### config.mk
export PLATFORM = sky130hd
export DESIGN_NAME = missile_pool
export DESIGN_NICKNAME = d
export VERILOG_FILES = /design/src/rtl/missile_pool.sv
export SDC_FILE = /design/constraint.sdc
export NUM_CORES = 1
export LEC_CHECK = 0
export ABC_AREA = 1
export CORE_MARGIN = 1.5
export CORE_UTILIZATION = 50
export CTS_CLUSTER_DIAMETER = 120
export CTS_CLUSTER_SIZE = 24
export DETAILED_ROUTE_END_ITERATION = 8
export PLACE_DENSITY = 0.79
export SYNTH_ARGS = -nofsm -noshare
export SYNTH_HDL_FRONTEND = slang
export SYNTH_SLANG_ARGS = --single-unit
### constraint.sdc
create_clock -name pclk -period 3 [get_ports pclk]
set_input_delay 0.6 -clock pclk [delete_from_list [all_inputs] [get_ports pclk]]
set_output_delay 0.6 -clock pclk [all_outputs]
set_load 0.02 [all_outputs]
### src/rtl/missile_pool.sv
// missile_pool: N-slot player missile engine with a one-cycle overlay draw stage.
// Missiles spawn from the ship when fire is pressed, move up once per frame, and
// are retired when enemies report a hit or when they reach the top of the screen.
module missile_pool #(
  parameter int unsigned N_MISSILES = 4,
  parameter int unsigned MISSILE_W  = 4,
  parameter int unsigned MISSILE_H  = 12,
  parameter int unsigned SPEED      = 8,
  parameter int unsigned COOLDOWN   = 8,
  parameter int unsigned Y_TOP      = 0,
  parameter logic [11:0] COLOR      = 12'hFF0
) (
  input  logic                      pclk,
  input  logic                      rst,
  input  logic                      fire,
  input  logic [10:0]               xpos_ship,
  input  logic [10:0]               ypos_ship,
  input  logic [N_MISSILES-1:0]     hit,
  input  logic [10:0]               hcount_in,
  input  logic [10:0]               vcount_in,
  input  logic                      hsync_in,
  input  logic                      vsync_in,
  input  logic                      hblnk_in,
  input  logic                      vblnk_in,
  input  logic [11:0]               rgb_in,
  output logic [10:0]               hcount_out,
  output logic [10:0]               vcount_out,
  output logic                      hsync_out,
  output logic                      vsync_out,
  output logic                      hblnk_out,
  output logic                      vblnk_out,
  output logic [11:0]               rgb_out,
  output logic [N_MISSILES-1:0]     missile_active,
  output logic [N_MISSILES*11-1:0]  missile_x,
  output logic [N_MISSILES*11-1:0]  missile_y
);

  localparam logic [11:0] L_RETIRE = 12'(Y_TOP + SPEED);
  localparam logic [11:0] L_W      = 12'(MISSILE_W);
  localparam logic [11:0] L_H      = 12'(MISSILE_H);
  localparam logic [10:0] L_H11    = 11'(MISSILE_H);
  localparam logic [10:0] L_SPEED  = 11'(SPEED);
  localparam logic [7:0]  L_CD     = 8'(COOLDOWN);

  logic                  r_vblnk_q;
  logic                  r_fire_q;
  logic                  r_fire_pending;
  logic [7:0]            r_cd;
  logic [N_MISSILES-1:0] r_act;
  logic [10:0]           r_x [N_MISSILES];
  logic [10:0]           r_y [N_MISSILES];

  logic                  w_tick;
  logic                  w_fire_req;
  logic                  w_free;
  logic [2:0]            w_idx;
  logic                  w_spawn;
  logic                  w_cover;

  assign w_tick     = vblnk_in & ~r_vblnk_q;
  assign w_fire_req = r_fire_pending | (fire & ~r_fire_q);
  assign w_spawn    = w_tick & w_fire_req & (r_cd == '0) & w_free & (ypos_ship >= L_H11);

  // Lowest-index slot that is free before this cycle's updates.
  always_comb begin
    w_free = 1'b0;
    w_idx  = '0;
    for (int unsigned i = 0; i < N_MISSILES; i++) begin
      if (!r_act[i] && !w_free) begin
        w_free = 1'b1;
        w_idx  = 3'(i);
      end
    end
  end

  // Pixel coverage by any live missile; 12-bit compares so x+W never wraps.
  always_comb begin
    w_cover = 1'b0;
    for (int unsigned i = 0; i < N_MISSILES; i++) begin
      if (r_act[i]
          && ({1'b0, hcount_in} >= {1'b0, r_x[i]})
          && ({1'b0, hcount_in} <  ({1'b0, r_x[i]} + L_W))
          && ({1'b0, vcount_in} >= {1'b0, r_y[i]})
          && ({1'b0, vcount_in} <  ({1'b0, r_y[i]} + L_H)))
        w_cover = 1'b1;
    end
  end

  // Flatten slot state onto the packed status outputs.
  always_comb begin
    missile_x = '0;
    missile_y = '0;
    for (int unsigned i = 0; i < N_MISSILES; i++) begin
      missile_x[11*i +: 11] = r_x[i];
      missile_y[11*i +: 11] = r_y[i];
    end
  end

  assign missile_active = r_act;

  // Frame edge detect, fire latch and spawn cooldown.
  always_ff @(posedge pclk) begin
    if (!rst) begin
      r_vblnk_q      <= 1'b0;
      r_fire_q       <= 1'b0;
      r_fire_pending <= 1'b0;
      r_cd           <= '0;
    end else begin
      r_vblnk_q <= vblnk_in;
      r_fire_q  <= fire;
      if (w_tick)
        r_fire_pending <= 1'b0;
      else if (fire && !r_fire_q)
        r_fire_pending <= 1'b1;
      if (w_tick) begin
        if (w_spawn)
          r_cd <= L_CD;
        else if (r_cd != '0)
          r_cd <= r_cd - 8'd1;
      end
    end
  end

  // Slot state: hits free immediately, ticks step or retire, spawn lands in a
  // slot that was already free so it never collides with that slot's own update.
  always_ff @(posedge pclk) begin
    if (!rst) begin
      r_act <= '0;
      for (int unsigned i = 0; i < N_MISSILES; i++) begin
        r_x[i] <= '0;
        r_y[i] <= '0;
      end
    end else begin
      for (int unsigned i = 0; i < N_MISSILES; i++) begin
        if (hit[i])
          r_act[i] <= 1'b0;
        else if (w_tick && r_act[i]) begin
          if ({1'b0, r_y[i]} < L_RETIRE)
            r_act[i] <= 1'b0;
          else
            r_y[i] <= r_y[i] - L_SPEED;
        end
        if (w_spawn && (w_idx == 3'(i))) begin
          r_act[i] <= 1'b1;
          r_x[i]   <= xpos_ship;
          r_y[i]   <= ypos_ship - L_H11;
        end
      end
    end
  end

  // Video pipeline stage with missile overlay outside blanking.
  always_ff @(posedge pclk) begin
    if (!rst) begin
      hcount_out <= '0;
      vcount_out <= '0;
      hsync_out  <= 1'b0;
      vsync_out  <= 1'b0;
      hblnk_out  <= 1'b0;
      vblnk_out  <= 1'b0;
      rgb_out    <= '0;
    end else begin
      hcount_out <= hcount_in;
      vcount_out <= vcount_in;
      hsync_out  <= hsync_in;
      vsync_out  <= vsync_in;
      hblnk_out  <= hblnk_in;
      vblnk_out  <= vblnk_in;
      rgb_out    <= (w_cover && !(hblnk_in || vblnk_in)) ? COLOR : rgb_in;
    end
  end

endmodule
==> results.toml, run 1 <==
[route]
routedWlPerCell_um = 17.4
antenna_left = 0
drt_iter0_drc = 1095
drtPass1Iterations = 6
via_per_inst = 5.41
totalWireLength_um = 34700
drc_errors = 0
vias = 10800

[setup_path]
r2r_setup_slack_ps = 140
crit_fanout = 8
worst_setup_path_start_kind = "register"
crit_type = "reg -> reg"
r2r_start = "r_x[2][3]"
worstSetupEndpointType = "register"
reg2reg_depth = 17
startpoint = "r_x[2][3]"
r2r-end = "rgb_out[8]"
critPathArrivalTime_ps = 3220
critical_path_required_ps = 3360

[clock_network]
numCtsBuffers = 17
clock_tree.root_cell = "clkbuf_16"
cts.sinks = 140
cts.clk_slew.worst_paths_ps = 70
cts_tree = "built"
htreeDepth = 4
cts_buffer_depth = 2
clock_latency_ps = 440

[power_and_ir_drop]
seqPwrFrac = 0.364
power_frac_comb = 0.330
p_total_mw = 6.54
irDropWorstVdd_mv = 0.378
power.density_nw_per_um2 = 446
clock_power_share = 0.306
switchingPower_mw = 2.31
p_int_mw = 4.24
total_leakage_power_nw = 7.01
swShare = 0.352

[placed_design]
dpl-instance-area_um2 = 14100
gp_congestion = 0.944
dp_cells = 1954
dpl.hpwl_um = 27500
port_buffers = 196

[sta]
finalHoldViolCount = 0
slew_violations = 0
period_minus_slack_ps = 2860
clock_skew_ps = 13.7
post-route-period-util = 0.954
holdWs_ps = 483
clock.fmax_mhz = 349
worstMarginPinSlew_ps = 687
setup_viol = 0
relSlewSlack = 0.538

[die]
io_pins = 197
rows = 54
fp.dieH_um = 152
coreArea_um2 = 21800
die_w_um = 152
initial_utilization = 0.509
die-area_um2 = 23100

[run_status]
status = "complete, no violations"

[yosys]
yosysTopAreaCell = "edfxtp_1"
synthesis.nets = 1662
ys_warn_count = 0
netlist_area_um2 = 11100
synth-seq-cells = 140
syn_avg_cell_area_um2 = 7.87
syn-instance-count = 1413
netlist-cell-type-count = 47
ys_top_cells_by_area = "edfxtp_1 24%, ha_1 20%, nand2_1 9.4%, dfxtp_1 9.4%, inv_1 7.7%"
yosysTopAreaCellShare = 0.238
ys_seq_area_frac = 0.331

[global_routing]
antenna_found_initial = 0
grt_max_degree = 49
grt_first_pass_wirelength_um = 53700
gr-total-overflow = 0
first_global_vias = 10400
track_usage = 0.295

[finish]
utilization = 0.673
fill_cells = 1772
final_layout_size_suffix_gt1_frac = 0.0883
fin_cells = 1991
num_antenna_cells = 0
fin_area_um2 = 14700
layout.nets = 1947
synthToLayoutAreaGrowth_pct = 32.1

[min_path]
hp-class = "reg -> reg"
whs_path_depth = 2
min_to = "r_cd[6]"
min_from = "r_cd[6]"

[job]
maxCapViolCount = 0
Yosys cell counts, drive strengths merged:
cell type and count:
a211oi 1, a21boi 2, a21o 6, a21oi 81
a31oi 1, and2 3, and3 3, buf 9
clkbuf 7, clkinv 1, dfxtp 52, edfxtp 88
ha 182, inv 233, nand2 283, nand3 66
nand3b 7, nand4 19, nor2 178, nor3 29
nor3b 1, nor4 6, o211ai 8, o21a 11
o21ai 35, o21bai 5, o22ai 14, o31ai 2
o32ai 3, or2 4, xnor2 8, xor2 65
how the worst max path moves through the flow:
stage / end / slack, ps / cells after the start
floorplan: rgb_out[0] / 250 / 16
global placement: r_x[3][2] / -10 / 8
detailed placement: rgb_out[2] / -40 / 14
CTS: rgb_out[2] / 100 / 16
global route: rgb_out[1] / -60 / 18
finish: rgb_out[8] / 140 / 17
cells in the final DEF, fill, tap and decap left out, types with 3 or more instances in the layout:
cell type	n
xor2_1	65
inv_4	5
nand3_4	3
nand2_1	276
buf_12	9
inv_1	228
or2_2	3
clkdlybuf4s50_1	195
o21a_1	11
o32ai_1	3
o22ai_1	14
o21ai_0	32
o211ai_1	6
nor2_1	175
nand3_1	60
nand3b_1	7
a21o_1	6
dfxtp_1	52
buf_4	77
and3_1	3
clkbuf_16	17
clkinv_4	3
edfxtp_1	88
nor3_1	25
a21oi_1	81
and2_1	3
o21ai_1	3
nor3_2	4
xnor2_1	8
inv_2	4
o21bai_1	5
nand4_1	19
nor4_1	4
nand2_2	6
ha_1	182
nand3_2	3
clkinv_2	3
cell families after synthesis:
family | count (synthesis) | synth area share
buffers and inverters | 250 | 0.0863
adders and majority gates | 182 | 0.205
xor gates and xnor gates | 73 | 0.0575
AOI/OAI and AO/OA | 169 | 0.0876
DFF | 140 | 0.331
and+or+nand+nor | 599 | 0.232
cell type report:
class / count / area (µm²) / area share
clock buffer: 20 / 457 / 0.0311
clock inverter: 12 / 83.8 / 0.00571
sequential: 140 / 3680 / 0.251
inverter: 234 / 881 / 0.0600
tap: 280 / 350 / 0.0239
multi-input combinational: 1023 / 6520 / 0.444
timing repair buffer: 282 / 2720 / 0.185
critical path: stages (launching register included):
cell	delay, ps
edfxtp_1	390
ha_1	210
nand2_1	70
nor2_1	180
nand3_1	150
nor3_1	210
xor2_1	220
ha_1	280
nand3_1	130
nand2_1	60
inv_1	50
nand2_1	40
nor2_1	80
nand3_1	150
nand4_1	190
nand2_4	100
buf_4	150
a21oi_1	110
metrics by stage:
stage               worst slack (ps)  TNS, ps
global placement               -10.5     -191
floorplan                        252        0
detailed placement             -45.0     -154
finish                           138        0
global route                   -60.4     -218
CTS                             96.3        0
registers in the layout, indices dropped and copies added, names as in the netlist:
signal          cells
hblnk_out           1
hcount_out         11
hsync_out           1
missile_active      4
r_cd                8
r_fire_pending      1
r_fire_q            1
r_x                44
r_y                44
rgb_out            12
vblnk_out           1
vcount_out         11
vsync_out           1
power groups by stage:
| stage | Sequential (mW) | Combinational (mW) | Clock [mW] |
|---|---|---|---|
| after floorplan | 2.52 | 1.12 | 0 |
| after global placement | 2.42 | 2.02 | 0 |
| after detailed placement | 2.42 | 2.09 | 0 |
| after CTS | 2.38 | 2.12 | 2.00 |
| after global routing | 2.40 | 2.38 | 2.09 |
| final | 2.38 | 2.16 | 2.00 |
repair_timing:
item	in CTS	in global routing
hold buffers	0	0
hold endpoints to repair	0	0
buffers inserted	0	5
resized for setup	0	10
setup endpoints to repair	0	12
routing by layer:
layer / up-vias / global-route usage / routed length (µm)
met3: 101 / 0.0499 / 2700
met1: 4937 / 0.382 / 14600
met5: - / 0 / 0
met4: 0 / 0.126 / 1350
li1: 5230 / - / -
met2: 498 / 0.487 / 16100
No activity file was read; power rests on OpenSTA's default activity.
==> inputs of run 2 (changes only) <==
- CTS_CLUSTER_SIZE: 24 -> 28
- SETUP_SLACK_MARGIN: not set -> 0.5
==> results.toml, run 2 (synthesis results as in run 1) <==
[run_status]
status = "complete, no violations"

[min_path]
min_to = "r_cd[6]"
min_from = "r_cd[6]"
whs_path_depth = 2
hp-class = "reg -> reg"

[setup_path]
reg2reg_depth = 20
r2r_start = "r_y[2][3]"
crit_type = "reg -> reg"
critPathArrivalTime_ps = 2990
critical_path_required_ps = 3330
crit_fanout = 5
worst_setup_path_start_kind = "register"
r2r_setup_slack_ps = 340
r2r-end = "rgb_out[1]"
worstSetupEndpointType = "register"

[clock_network]
cts_tree = "built"
numCtsBuffers = 17
clock_tree.root_cell = "clkbuf_16"
htreeDepth = 4
cts_buffer_depth = 2
clock_latency_ps = 440
cts.sinks = 140
cts.clk_slew.worst_paths_ps = 70

[route]
drc_errors = 0
vias = 11000
via_per_inst = 5.42
totalWireLength_um = 35100
routedWlPerCell_um = 17.4
drtPass1Iterations = 5
antenna_left = 0
drt_iter0_drc = 728

[die]
die_w_um = 152
die-area_um2 = 23100
coreArea_um2 = 21800
fp.dieH_um = 152
io_pins = 197
initial_utilization = 0.509
rows = 54

[global_routing]
antenna_found_initial = 0
grt_max_degree = 22
gr-total-overflow = 0
grt_first_pass_wirelength_um = 53900
first_global_vias = 10500
track_usage = 0.296

[sta]
clock_skew_ps = 9.97
relSlewSlack = 0.561
clock.fmax_mhz = 376
rsz0062_at_grt = "true"
finalHoldViolCount = 0
period_minus_slack_ps = 2660
post-route-period-util = 0.887
slew_violations = 0
setup_viol = 0
worstMarginPinSlew_ps = 656

[placed_design]
dpl-instance-area_um2 = 14100
dp_cells = 1949
gp_congestion = 0.948
dpl.hpwl_um = 26700
port_buffers = 196

[finish]
final_layout_size_suffix_gt1_frac = 0.145
final_common_cell = "nand2_1"
layout.nets = 1978
fin_area_um2 = 15300
num_antenna_cells = 0
layout_common_cells = "266 x nand2_1, 218 x inv_1, 190 x clkdlybuf4s50_1"
fin_cells = 2022
reg_top3 = "r_x: 44 flops, r_y: 44 flops, rgb_out: 12 flops"
synthToLayoutAreaGrowth_pct = 37.5

[power_and_ir_drop]
power.density_nw_per_um2 = 439
irDropWorstVdd_mv = 0.395
p_total_mw = 6.71
total_leakage_power_nw = 7.22

[job]
maxCapViolCount = 0
## run 2: changes by cell type in the layout (fill, tap and decap cells not counted), sizes merged
cell / change
nand2: +1
clkdlybuf4s50: -5
clkinvlp: +1
dlymetal6s2s: +5
clkbuf: -2
buf: +30
clkinv: -4
inv: +5
## run 2: layout make-up
class | count | area (µm²)
multi-input combinational | 1024 | 6810
clock inverter | 14 | 116
tap | 280 | 350
fill | 1669 | 6540
timing repair buffer | 312 | 2990
sequential | 140 | 3680
inverter | 234 | 886
clock buffer | 18 | 450
## run 2: layer usage
layer | share of wire | up-vias | wire [µm] | global-route usage
li1 | - | 5284 | - | -
met1 | 0.41 | 5078 | 14300 | 0.370
met2 | 0.47 | 474 | 16500 | 0.488
met3 | 0.078 | 120 | 2720 | 0.0565
met4 | 0.046 | 0 | 1630 | 0.152
met5 | 0 | - | 0 | 0
## run 2: worst max-delay path by stage
stage                            start          to
after floorplan              r_y[1][3]  rgb_out[0]
after global placement    hcount_in[2]  rgb_out[3]
after detailed placement  ypos_ship[2]   r_y[1][7]
after CTS                    r_y[2][3]  rgb_out[2]
after global routing         r_x[3][3]  rgb_out[4]
final                        r_y[2][3]  rgb_out[1]
## run 2: where the power goes
group | switching (mW) | total (mW) | internal (mW)
clock network | 0.940 | 2.08 | 1.14
logic | 1.28 | 2.25 | 0.969
registers | 0.167 | 2.39 | 2.22
total | 2.38 | 6.71 | 4.32
## run 2: critical path: stages, from the launching register on
cell and delay [ps]:
edfxtp_1 430, buf_6 150, buf_6 120, ha_4 150, inv_2 60, nand2_4 70, nand2_2 70, xor2_1 160
ha_1 260, a21o_1 190, nand3_1 80, nand2_1 50, inv_1 40, nand2_1 50, nor2_2 90, nand3_2 120
nand4_1 130, buf_6 140, nand2_8 60, nand2_4 100, nor2_1 40
## run 2: per-stage QoR
stage / setup TNS [ps] / setup slack (ps) / hold WS [ps] / util
6_report: 0 / 340 / 485 / 0.700
2_1_floorplan: 0 / 512 / 452 / -
4_1_cts: 0 / 426 / 483 / 0.689
3_5_place_dp: -0.533 / -0.533 / 471 / 0.644
3_3_place_gp: 0 / 20.1 / 466 / 0.644
5_1_grt: 0 / 206 / 509 / 0.700
## run 2: repair_timing
item,CTS,global route
endpoints found under the setup margin,82,122
pin swaps,37,29
buffers inserted,29,11
gates resized for setup,55,42
hold buffers,0,0
cloned,1,0
